## config.mk

```make
export PLATFORM = sky130hd
export DESIGN_NAME = scr1_tapc_fsm
export DESIGN_NICKNAME = d
export VERILOG_FILES = /design/src/rtl/scr1_tapc_fsm.sv
export SDC_FILE = /design/constraint.sdc
export NUM_CORES = 1
export LEC_CHECK = 0
export CAP_MARGIN = 20
export CORE_MARGIN = 1.5
export CORE_UTILIZATION = 30
export CTS_CLUSTER_DIAMETER = 40
export CTS_CLUSTER_SIZE = 14
export DETAILED_ROUTE_END_ITERATION = 12
export DONT_BUFFER_PORTS = 1
export HOLD_SLACK_MARGIN = 0.1
export PLACE_DENSITY_LB_ADDON = 0.1
export SYNTH_ARGS = -nofsm -noshare
export SYNTH_HDL_FRONTEND = slang
export SYNTH_SLANG_ARGS = --single-unit
```

## constraint.sdc

```tcl
create_clock -name clk -period 1.24 [get_ports clk]
set_clock_uncertainty 0.05 [all_clocks]
set_input_delay 0.186 -clock clk [delete_from_list [all_inputs] [get_ports clk]]
set_output_delay 0.186 -clock clk [all_outputs]
set_load 0.01 [all_outputs]
```

## src/rtl/scr1_tapc_fsm.sv

```systemverilog
// JTAG TAP controller core: 1149.1 state machine, IR, bypass, TDO mux.
// Optional IDCODE register enabled by defining SCR1_TAPC_IDCODE_EN.
module scr1_tapc_fsm #(
  parameter int                         SCR1_IR_WIDTH   = 5,
  parameter int                         SCR1_DR_NUM     = 4,
  parameter logic [SCR1_IR_WIDTH-1:0]   SCR1_DR_OP_BASE = 'h10,
  parameter logic [SCR1_IR_WIDTH-1:0]   SCR1_IDCODE_OP  = 'h01,
  parameter logic [31:0]                SCR1_IDCODE_VAL = 32'h1000_0DB3
) (
  input  logic                     clk,
  input  logic                     rst,
  input  logic                     tms,
  input  logic                     tdi,
  output logic                     tdo,
  output logic                     tdo_en,
  output logic                     tapc_rst_n_sync,
  output logic [SCR1_DR_NUM-1:0]   fsm_dr_select,
  output logic                     fsm_dr_capture,
  output logic                     fsm_dr_shift,
  output logic                     fsm_dr_update,
  output logic                     dr_din_serial,
  input  logic [SCR1_DR_NUM-1:0]   dr_dout_serial,
  output logic [SCR1_IR_WIDTH-1:0] ir_value
);

  typedef enum logic [3:0] {
    ST_TLR, ST_RTI,
    ST_SEL_DR, ST_CAP_DR, ST_SH_DR, ST_EX1_DR,
    ST_PA_DR, ST_EX2_DR, ST_UPD_DR,
    ST_SEL_IR, ST_CAP_IR, ST_SH_IR, ST_EX1_IR,
    ST_PA_IR, ST_EX2_IR, ST_UPD_IR
  } state_e;

`ifdef SCR1_TAPC_IDCODE_EN
  localparam logic [SCR1_IR_WIDTH-1:0] RST_OP = SCR1_IDCODE_OP;
`else
  localparam logic [SCR1_IR_WIDTH-1:0] RST_OP = '1;
`endif
  localparam logic [SCR1_IR_WIDTH-1:0] IR_CAP = SCR1_IR_WIDTH'(2'b01);

  state_e                     state_q, state_d;
  logic [SCR1_IR_WIDTH-1:0]   ir_sh_q;
  logic [SCR1_IR_WIDTH-1:0]   ir_q;
  logic                       bypass_q;
  logic                       tdo_q, tdo_en_q;
  logic [SCR1_DR_NUM-1:0]     dr_sel;
  logic                       idcode_sel, bypass_sel;
  logic                       idcode_bit;
  logic                       st_sh_ir, st_sh_dr;
  logic                       tdo_mux;

  assign st_sh_ir = (state_q == ST_SH_IR);
  assign st_sh_dr = (state_q == ST_SH_DR);

  // TAP state register
  always_ff @(posedge clk) begin
    if (rst) state_q <= ST_TLR;
    else     state_q <= state_d;
  end

  // 1149.1 next-state function of tms
  always_comb begin
    state_d = state_q;
    unique case (state_q)
      ST_TLR:    state_d = tms ? ST_TLR    : ST_RTI;
      ST_RTI:    state_d = tms ? ST_SEL_DR : ST_RTI;
      ST_SEL_DR: state_d = tms ? ST_SEL_IR : ST_CAP_DR;
      ST_CAP_DR: state_d = tms ? ST_EX1_DR : ST_SH_DR;
      ST_SH_DR:  state_d = tms ? ST_EX1_DR : ST_SH_DR;
      ST_EX1_DR: state_d = tms ? ST_UPD_DR : ST_PA_DR;
      ST_PA_DR:  state_d = tms ? ST_EX2_DR : ST_PA_DR;
      ST_EX2_DR: state_d = tms ? ST_UPD_DR : ST_SH_DR;
      ST_UPD_DR: state_d = tms ? ST_SEL_DR : ST_RTI;
      ST_SEL_IR: state_d = tms ? ST_TLR    : ST_CAP_IR;
      ST_CAP_IR: state_d = tms ? ST_EX1_IR : ST_SH_IR;
      ST_SH_IR:  state_d = tms ? ST_EX1_IR : ST_SH_IR;
      ST_EX1_IR: state_d = tms ? ST_UPD_IR : ST_PA_IR;
      ST_PA_IR:  state_d = tms ? ST_EX2_IR : ST_PA_IR;
      ST_EX2_IR: state_d = tms ? ST_UPD_IR : ST_SH_IR;
      ST_UPD_IR: state_d = tms ? ST_SEL_DR : ST_RTI;
    endcase
  end

  // IR shift register: capture fixed pattern, shift toward LSB
  always_ff @(posedge clk) begin
    if (rst)           ir_sh_q <= '0;
    else if (state_q == ST_CAP_IR)
                       ir_sh_q <= IR_CAP;
    else if (st_sh_ir) ir_sh_q <= {tdi, ir_sh_q[SCR1_IR_WIDTH-1:1]};
  end

  // IR shadow: updated on falling edge so decode settles before next rise
  always_ff @(negedge clk) begin
    if (rst)                         ir_q <= RST_OP;
    else if (state_q == ST_TLR)      ir_q <= RST_OP;
    else if (state_q == ST_UPD_IR)   ir_q <= ir_sh_q;
  end

  // Opcode decode to external DR select, IDCODE or BYPASS
  always_comb begin
    dr_sel     = '0;
    idcode_sel = 1'b0;
    for (int i = 0; i < SCR1_DR_NUM; i++) begin
      if (ir_q == SCR1_DR_OP_BASE + SCR1_IR_WIDTH'(i))
        dr_sel[i] = 1'b1;
    end
`ifdef SCR1_TAPC_IDCODE_EN
    if (ir_q == SCR1_IDCODE_OP) idcode_sel = 1'b1;
`endif
    bypass_sel = ~idcode_sel & ~(|dr_sel);
  end

  // Bypass register: single-bit pass-through when no real DR selected
  always_ff @(posedge clk) begin
    if (rst)                             bypass_q <= 1'b0;
    else if ((state_q == ST_CAP_DR) & bypass_sel)
                                         bypass_q <= 1'b0;
    else if (st_sh_dr & bypass_sel)      bypass_q <= tdi;
  end

`ifdef SCR1_TAPC_IDCODE_EN
  logic [31:0] idcode_sh_q;

  // IDCODE register: capture constant, shift toward LSB
  always_ff @(posedge clk) begin
    if (rst)                             idcode_sh_q <= '0;
    else if ((state_q == ST_CAP_DR) & idcode_sel)
                                         idcode_sh_q <= SCR1_IDCODE_VAL;
    else if (st_sh_dr & idcode_sel)      idcode_sh_q <= {tdi, idcode_sh_q[31:1]};
  end

  assign idcode_bit = idcode_sh_q[0];
`else
  assign idcode_bit = 1'b0;
`endif

  // Serial output select for the register currently shifting
  always_comb begin
    tdo_mux = 1'b0;
    if (st_sh_ir)                   tdo_mux = ir_sh_q[0];
    else if (st_sh_dr & idcode_sel) tdo_mux = idcode_bit;
    else if (st_sh_dr & bypass_sel) tdo_mux = bypass_q;
    else if (st_sh_dr)              tdo_mux = |(dr_sel & dr_dout_serial);
  end

  // TDO and its enable launch on falling edge; TDO holds outside shift
  always_ff @(negedge clk) begin
    if (rst) begin
      tdo_q    <= 1'b0;
      tdo_en_q <= 1'b0;
    end else begin
      tdo_en_q <= st_sh_ir | st_sh_dr;
      if (st_sh_ir | st_sh_dr) tdo_q <= tdo_mux;
    end
  end

  assign tdo             = tdo_q;
  assign tdo_en          = tdo_en_q;
  assign tapc_rst_n_sync = (state_q != ST_TLR);
  assign fsm_dr_select   = dr_sel;
  assign fsm_dr_capture  = (state_q == ST_CAP_DR);
  assign fsm_dr_shift    = st_sh_dr;
  assign fsm_dr_update   = (state_q == ST_UPD_DR);
  assign dr_din_serial   = tdi;
  assign ir_value        = ir_q;

endmodule

```

==> run metrics, run 1 <==
status finished with violations; failing checks setup timing; VDD IR-drop max ~530 uV; Avg Cell Area, Syn around 8.7 sq um; Worst Min Path Start tms; Post-Syn Instances 116; Seq/Total Area, Yosys 0.339; Slew HR 0.640; DRT Wirelength about 2700 um; sw frac 0.316; row cnt 20; yosys warns 0; initial drt markers 12; via count 980; DRC violations left 0; Hold Fails Final Rpt 0; Clock power frac 0.344; Final Wtd Congestion between 0.7 and 0.8; cts bufs inserted 3; Pint 786 uW; initial antenna violation count 0; Final Hold Slack between 0.1 and 0.15 ns; max incr delay on CP 0.33 ns; area taken by multi-input logic gates 656 sq um; Placement Cell Area 0.00126 sq mm; DRT antenna net count 0; CTS root buf clkbuf_4; MaxCap Viol Count 0; Final Slew Violations 0; crit path launch type register; dpl cells 181; clk_lat worst skew 0.36 ns; net count after synthesis 124; dominant cells by area after synthesis dfxtp_1 (34%), mux2i_1 (6.0%), a21oi_1 (5.5%); DR pass1 iterations 4; setup TNS -11.02 ns; IO Port Bufs 0; I/O pins 24; Synth top area share 0.339; WP data arrival 1.76 ns; Fill cells 318; total track usage 0.156; die height approximately 61 um; Post-Syn Area 0.00100 sq mm; final net count 170; largest net degree at the start of global routing 13; non-filler cells in the finished layout between 200 and 250; Register Area 367 sq um; gr ovfl total 0; TritonCTS Sinks 17; clock tree buffer depth 2; fin worst setup slack -0.757 ns; routed length per instance 13.3 um; post-synthesis register bit count 17; CTS tree done; sequential fraction of design power 0.496; first-pass GRT wire length ~4300 um; Worst-path clk slew 0.12 ns; CP Capture Type output pin; leak pwr 0.000656 uW; Buf/Inv on CP 0; Gate power share 0.159; initial core utilization 0.321; RSZ-0062 raised after global routing true; antenna cell count 0; vias in the first global route 959; Least-Margin Pin Slew 0.538 ns; Layout Utilization 0.493; worst reg2reg setup slack -0.65 ns; DP HPWL roughly 1900 um; Die X ~61 um; Die ar. 0.00371 sq mm; crit-path leading delay family simple AND/OR/NAND/NOR gates; Crit Reg-Reg Startpoint ir_value[2]; cell area after layout 0.00154 sq mm; min-delay worst type input pin to register; Switch Pwr 363 uW; Distinct cells, synth 39; WS Path Type register to output pin; share of layout cells above drive strength 1 0.484; area leader, netlist dfxtp_1; crit-path cells nor2_4, and2_4, and3_4; area grow syn2layout 53.5%; crit path from ir_value[2]; # H-tree levels 1; CP required 1.00 ns; final setup fails 27; Power Dens Cells 745 mW/mm^2; core box area approximately 0.0031 sq mm; Slowest-stage cell, CP dfxtp_2; Via density 4.78; crit-path max FO 3
[per-stage QoR]
step	power (uW)	setup WS, ns
floorplan	737	-0.488
global placement	756	-0.528
detailed placement	758	-0.624
CTS	1140	-0.768
global route	1220	-0.799
finish	1150	-0.757
[flip-flops by register name, indices dropped and copies added, names as in the netlist]
register,count
tdo_en,1
ir_value,5
tdo,1
state_q,4
bypass_q,1
ir_sh_q,5
[final cells by class]
type                    count  share of cell area
clock inverters             8              0.0195
repair buffers             45               0.260
flip-flops and latches     17               0.238
multi-input cells          85               0.425
inverters                   3             0.00730
well taps                  44              0.0357
clock buffers               3              0.0146
[power by group through the flow]
stage	clock network [uW]	logic, uW	registers, uW
floorplan	39.7	126	571
global route	446	200	572
finish	396	183	570
detailed placement	39.7	137	581
global placement	39.7	137	580
CTS	402	172	567
[what timing repair did]
item,in CTS,in global routing
setup buffers,8,4
endpoints found under the setup margin,31,32
hold buffers,3,0
pin swaps,8,7
hold endpoints to repair,10,0
resized for setup,21,12
gates cloned,0,0
[tightest hold or removal path, cell delays in order]
cell and delay [ns]:
inv_1 0.04, o211ai_1 0.16, o22ai_1 0.08
[final timing paths]
| check | endpoint | cells past startpoint |
|---|---|---|
| setup reg to reg | bypass_q | 7 |
| hold reg to reg | ir_sh_q[1] | 2 |
| hold / removal | state_q[1] | 3 |
| setup / recovery | fsm_dr_select[3] | 3 |
[kinds of logic (layout without fill, tap and decap cells)]
family | Yosys count | count (layout) | synth area share
flops | 17 | 17 | 0.339
mux | 7 | 7 | 0.0822
buf+inv | 14 | 59 | 0.0984
simple gates | 48 | 48 | 0.279
compound gates | 30 | 30 | 0.202
[synth_stat cells]
cell type,number
and3b_1,2
a311oi_2,1
o211ai_1,3
and2_1,1
and3_1,2
nor4b_1,1
nor2b_1,1
nor2_1,6
nor4b_4,1
mux2i_1,6
a211oi_2,1
nor3_1,3
buf_2,2
a211oi_1,1
nand2b_1,4
buf_6,3
o21ai_0,2
a21boi_1,1
nand3b_1,1
a21oi_1,11
nand4_4,1
o21ai_1,3
nand2_1,14
buf_4,3
nor3b_1,1
dfxtp_1,17
a21oi_2,1
a2111oi_2,1
nor2_2,1
mux4_2,1
nand3_1,7
o22ai_1,1
o21a_1,2
clkbuf_8,1
or2_1,1
clkbuf_1,1
or2_2,1
inv_1,4
a31oi_1,2
[layer usage]
metal	track usage	routed length (um)	vias up
li1	-	-	504
met1	0.202	1270	456
met2	0.258	1330	16
met3	0.0469	98	4
met4	0.0311	17	0
met5	0	0	-
[cell usage in the layout, fill, tap and decap left out, types with 4 or more instances in the layout]
cell,netlist,layout
a21oi_1,11,11
buf_4,3,27
buf_6,3,15
dfxtp_1,17,6
dfxtp_2,0,6
dfxtp_4,0,5
inv_1,4,10
mux2i_1,6,6
nand2_1,14,12
nand3_1,7,7
nor2_4,0,4
No activity file was read; power rests on OpenSTA's default activity.
==> run 2: changes to the inputs <==
==> constraint.sdc (replaced) <==
create_clock -name clk -period 1.8 [get_ports clk]
set_clock_uncertainty 0.05 [all_clocks]
set_input_delay 0.27 -clock clk [delete_from_list [all_inputs] [get_ports clk]]
set_output_delay 0.27 -clock clk [all_outputs]
set_load 0.01 [all_outputs]
==> run metrics, run 2 (same netlist as run 1, synthesis figures left out) <==
status finished with violations; failing checks setup timing; Hold Fails Final Rpt 0 (unchanged); WS Path Type register to output pin; CTS root buf clkbuf_4; Via density 4.84 (+1.2%); first-pass GRT wire length 3810 um (-12%); setup TNS -4.71 ns (+6.31 ns); Fill cells 310 (-2.5%); fin worst setup slack -0.550 ns (+0.208 ns); core box area 0.00313 sq mm (unchanged); IO Port Bufs 0 (unchanged); Gate power share 0.141 (-0.018); clock tree buffer depth 2 (unchanged); RSZ-0062 raised after global routing true; Final Wtd Congestion 0.740 (-3.9%); crit-path max FO 3 (unchanged); leak pwr 0.000573 uW (-13%); commonest non-fill, non-tap cells in the layout buf_4 (20), nand2_1 (11), a21oi_1 (11); CTS tree done; gr ovfl total 0 (unchanged); Pint 533 uW (-32%); DP Worst Slack -0.267 ns (+0.358 ns); initial core utilization 0.321 (unchanged); total track usage 0.135 (-0.0213); CP required 1.48 ns (+0.48 ns); Final Slew Violations 0 (unchanged); DRC violations left 0 (unchanged); final net count 157 (-7.6%); CP Capture Type output pin; Least-Margin Pin Slew 0.542 ns (+0.00355 ns); DRT antenna net count 0 (unchanged); DRT Wirelength 2410 um (-11%); DP HPWL 1690 um (-12%); Power Dens Cells 545 mW/mm^2 (-27%); Slew HR 0.638 (-0.00238); largest net degree at the start of global routing 13 (unchanged); Die ar. 0.00371 sq mm (unchanged); WP data arrival 2.03 ns (+0.27 ns); area grow syn2layout 39.9%; TritonCTS Sinks 17 (unchanged); Worst-path clk slew 0.11 ns (about the same); Final Power 766 uW (-33%); Die X 60.9 um (unchanged); share of layout cells above drive strength 1 0.426 (-0.0588); Layout Utilization 0.449 (-0.0440); # H-tree levels 1 (unchanged); die height 60.9 um (unchanged); crit path launch type register; initial antenna violation count 0 (unchanged); Switch Pwr 232 uW (-36%); sw frac 0.303 (-0.0125); min-delay worst type input pin to register; MaxCap Viol Count 0 (unchanged); clk_lat worst skew 0.36 ns (about the same); cts bufs inserted 3 (unchanged); antenna cell count 0 (unchanged); routed length per instance 12.6 um (-5.3%); sequential fraction of design power 0.509 (+0.013); I/O pins 24 (unchanged); final setup fails 19 (-30%); initial drt markers 38 (+26); DR pass1 iterations 4 (unchanged); row cnt 20 (unchanged); VDD IR-drop max 358 uV (-32%); via count 929 (-5.2%); commonest non-fill, non-tap cell in the layout buf_4; Clock power frac 0.351 (+0.007); vias in the first global route 793 (-17%)
==> run 2: cell type report <==
class                   instances  area, sq um  area share
clock buffers                   4         26.3      0.0187
clock inverters                 7         26.3      0.0187
inverters                       3         11.3     0.00801
multi-input cells              85          636       0.452
flip-flops and latches         17          369       0.263
well taps                      44         55.1      0.0392
repair buffers                 32          282       0.200
==> run 2: timing repair <==
action | in CTS | in global routing
gates cloned | 0 | 0
endpoints found under the hold margin | 10 | 0
resized for setup | 22 | 8
buffers inserted | 2 | 5
pin swaps | 7 | 4
endpoints found under the setup margin | 19 | 20
hold buffers | 3 | 0
==> run 2: metrics by stage <==
| step | cells | area [sq um] | hold WS [ns] |
|---|---|---|---|
| 6_report | 192 | 1410 | 0.134 |
| 5_1_grt | 192 | 1410 | 0.133 |
| 4_1_cts | 188 | 1350 | 0.131 |
| 3_5_place_dp | 173 | 1190 | 0.283 |
| 3_3_place_gp | 173 | 1190 | 0.283 |
| 2_1_floorplan | 116 | 1050 | 0.287 |
==> run 2: power by group through the flow <==
stage	clock (uW)	combinational [uW]	sequential (uW)
4_1_cts	277	105	391
3_5_place_dp	27.5	89.7	401
3_3_place_gp	27.5	89.1	401
2_1_floorplan	27.5	85.6	395
5_1_grt	299	119	391
6_report	268	108	390
==> run 2: path summary, 6_finish.rpt <==
check | end | slack, ns | start | cells past startpoint
setup / recovery | fsm_dr_select[3] | -0.55 | ir_value[3] | 3
hold reg to reg | ir_sh_q[1] | 0.41 | ir_sh_q[1] | 2
hold / removal | state_q[2] | 0.13 | tms | 2
setup reg to reg | bypass_q | -0.23 | ir_value[3] | 6
==> run 2: worst max-delay path, cell delays in order (launching register included) <==
cell	delay, ns
dfxtp_2	0.32
nor2_4	0.11
and2_4	0.16
and3_4	0.18
==> run 2: per-layer routing <==
metal	GRT usage	vias to the layer above	wire, um
met5	0	-	0
met4	0.00932	0	0
met3	0.0448	0	98
met2	0.203	12	1090
met1	0.196	434	1220
li1	-	483	-
==> run 3: changes to the inputs <==
--- a/config.mk
+++ b/config.mk
@@ -13,7 +13,7 @@
 export DETAILED_ROUTE_END_ITERATION = 12
 export DONT_BUFFER_PORTS = 1
 export HOLD_SLACK_MARGIN = 0.1
-export PLACE_DENSITY_LB_ADDON = 0.1
+export PLACE_DENSITY = 0.42
 export SYNTH_ARGS = -nofsm -noshare
 export SYNTH_HDL_FRONTEND = slang
 export SYNTH_SLANG_ARGS = --single-unit
==> run metrics, run 3 (same netlist as run 1, synthesis figures left out) <==
CTS root buf clkbuf_4; DRC violations left 0 (unchanged); initial antenna violation count 0 (unchanged); Die X 60.9 um (unchanged); commonest non-fill, non-tap cell in the layout buf_4; min-delay worst type input pin to register; die height 60.9 um (unchanged); DR pass1 iterations 4 (unchanged); vias in the first global route 856 (+7.9%); Gate power share 0.138 (-0.003); sw frac 0.314 (+0.0101); I/O pins 24 (unchanged); MaxCap Viol Count 0 (unchanged); Fill cells 327 (+5.5%); commonest non-fill, non-tap cells in the layout buf_4 (23), nand2_1 (12), inv_1 (10), a21oi_1 (10), buf_6 (9); clock tree buffer depth 2 (unchanged); Pint 533 uW (about the same); clk_lat worst skew 0.36 ns (about the same); Layout Utilization 0.453 (+0.00400); failing checks setup timing; Register Area 367 sq um (-0.68%); Switch Pwr 244 uW (+4.8%); crit path launch type register; area grow syn2layout 41.1%; core box area 0.00313 sq mm (unchanged); DP HPWL 1750 um (+3.5%); Least-Margin Pin Slew 0.505 ns (-0.0364 ns); WP data arrival 2.06 ns (+0.03 ns); Worst-path clk slew 0.12 ns (about the same); Clock power frac 0.362 (+0.011); max incr delay on CP 0.32 ns (about the same); status finished with violations; antenna cell count 0 (unchanged); CP required 1.48 ns (about the same); final net count 160 (+1.9%); TritonCTS Sinks 17 (unchanged); Final Power 777 uW (+1.5%); gr ovfl total 0 (unchanged); Placement Cell Area 0.00121 sq mm (+1.9%); crit-path cells nor2_4, and2_4, and3_4; Slowest-stage cell, CP dfxtp_2; area taken by multi-input logic gates 626 sq um (-1.6%); initial drt markers 15 (-61%); # H-tree levels 1 (unchanged); final setup fails 19 (unchanged); fin worst setup slack -0.581 ns (-0.0316 ns); routed length per instance 12.3 um (-1.9%); CP Capture Type output pin; Die ar. 0.00371 sq mm (unchanged); DRT Wirelength 2400 um (-0.41%); non-filler cells in the finished layout 195 (+1.6%); dpl cells 176 (+1.7%); first-pass GRT wire length 3880 um (+1.8%); total track usage 0.140 (+0.00499); via count 947 (+1.9%); leak pwr 0.000589 uW (+2.8%); Slew HR 0.662 (+0.0243); Final Slew Violations 0 (unchanged); crit-path max FO 3 (unchanged); cts bufs inserted 3 (unchanged); share of layout cells above drive strength 1 0.444 (+0.0180); VDD IR-drop max 499 uV (+39%); Via density 4.86 (+0.37%); RSZ-0062 raised after global routing true; IO Port Bufs 0 (unchanged); Hold Fails Final Rpt 0 (unchanged); crit-path leading delay family simple AND/OR/NAND/NOR gates; cell area after layout 0.00142 sq mm (+0.89%); DRT antenna net count 0 (unchanged); WS Path Type register to output pin; DP Worst Slack -0.240 ns (+0.0262 ns); sequential fraction of design power 0.501 (-0.008); CTS tree done; Buf/Inv on CP 0 (unchanged); Final Wtd Congestion 0.814 (+10%); Power Dens Cells 548 mW/mm^2 (+0.57%); largest net degree at the start of global routing 13 (unchanged); initial core utilization 0.321 (unchanged); row cnt 20 (unchanged)
[run 3: repair_timing]
action	in CTS	in global routing
hold buffers	3	0
pin swaps	11	3
resized for setup	21	4
endpoints found under the hold margin	10	0
gates cloned	0	0
setup buffers	4	2
setup endpoints to repair	19	19
[run 3: final timing paths]
path          startpoint                to  slack, ns  cells past startpoint
min reg2reg   ir_sh_q[1]        ir_sh_q[1]       0.41                      2
min                  tms        state_q[1]       0.13                      2
max          ir_value[2]  fsm_dr_select[3]      -0.58                      3
max reg2reg  ir_value[3]          bypass_q      -0.41                      7
[run 3: cell type report]
| cell class | count | share of cell area |
|---|---|---|
| Multi-Input combinational cell | 85 | 0.441 |
| Tap cell | 44 | 0.0388 |
| Timing Repair Buffer | 35 | 0.214 |
| Sequential cell | 17 | 0.259 |
| Clock buffer | 3 | 0.0159 |
| Clock inverter | 8 | 0.0229 |
| Inverter | 3 | 0.00794 |
[run 3: metal layers]
metal / up-vias / part of all wire / track usage
li1: 482 / - / -
met1: 442 / 0.46 / 0.186
met2: 23 / 0.47 / 0.229
met3: 0 / 0.064 / 0.0490
met4: 0 / 0 / 0.00932
met5: - / 0 / 0
[run 3: metrics by stage]
step                hold slack, ns  setup TNS, ns
finish                       0.125          -5.50
floorplan                    0.287          -1.83
CTS                          0.121          -5.43
global placement             0.282          -2.28
detailed placement           0.282          -2.43
global route                 0.122          -6.52
[run 3: power by group through the flow]
stage	sequential (uW)	clock, uW	combinational [uW]
2_1_floorplan	395	27.5	85.6
3_3_place_gp	400	27.5	94.4
3_5_place_dp	400	27.5	93.9
4_1_cts	390	295	107
5_1_grt	390	321	118
6_report	389	281	107
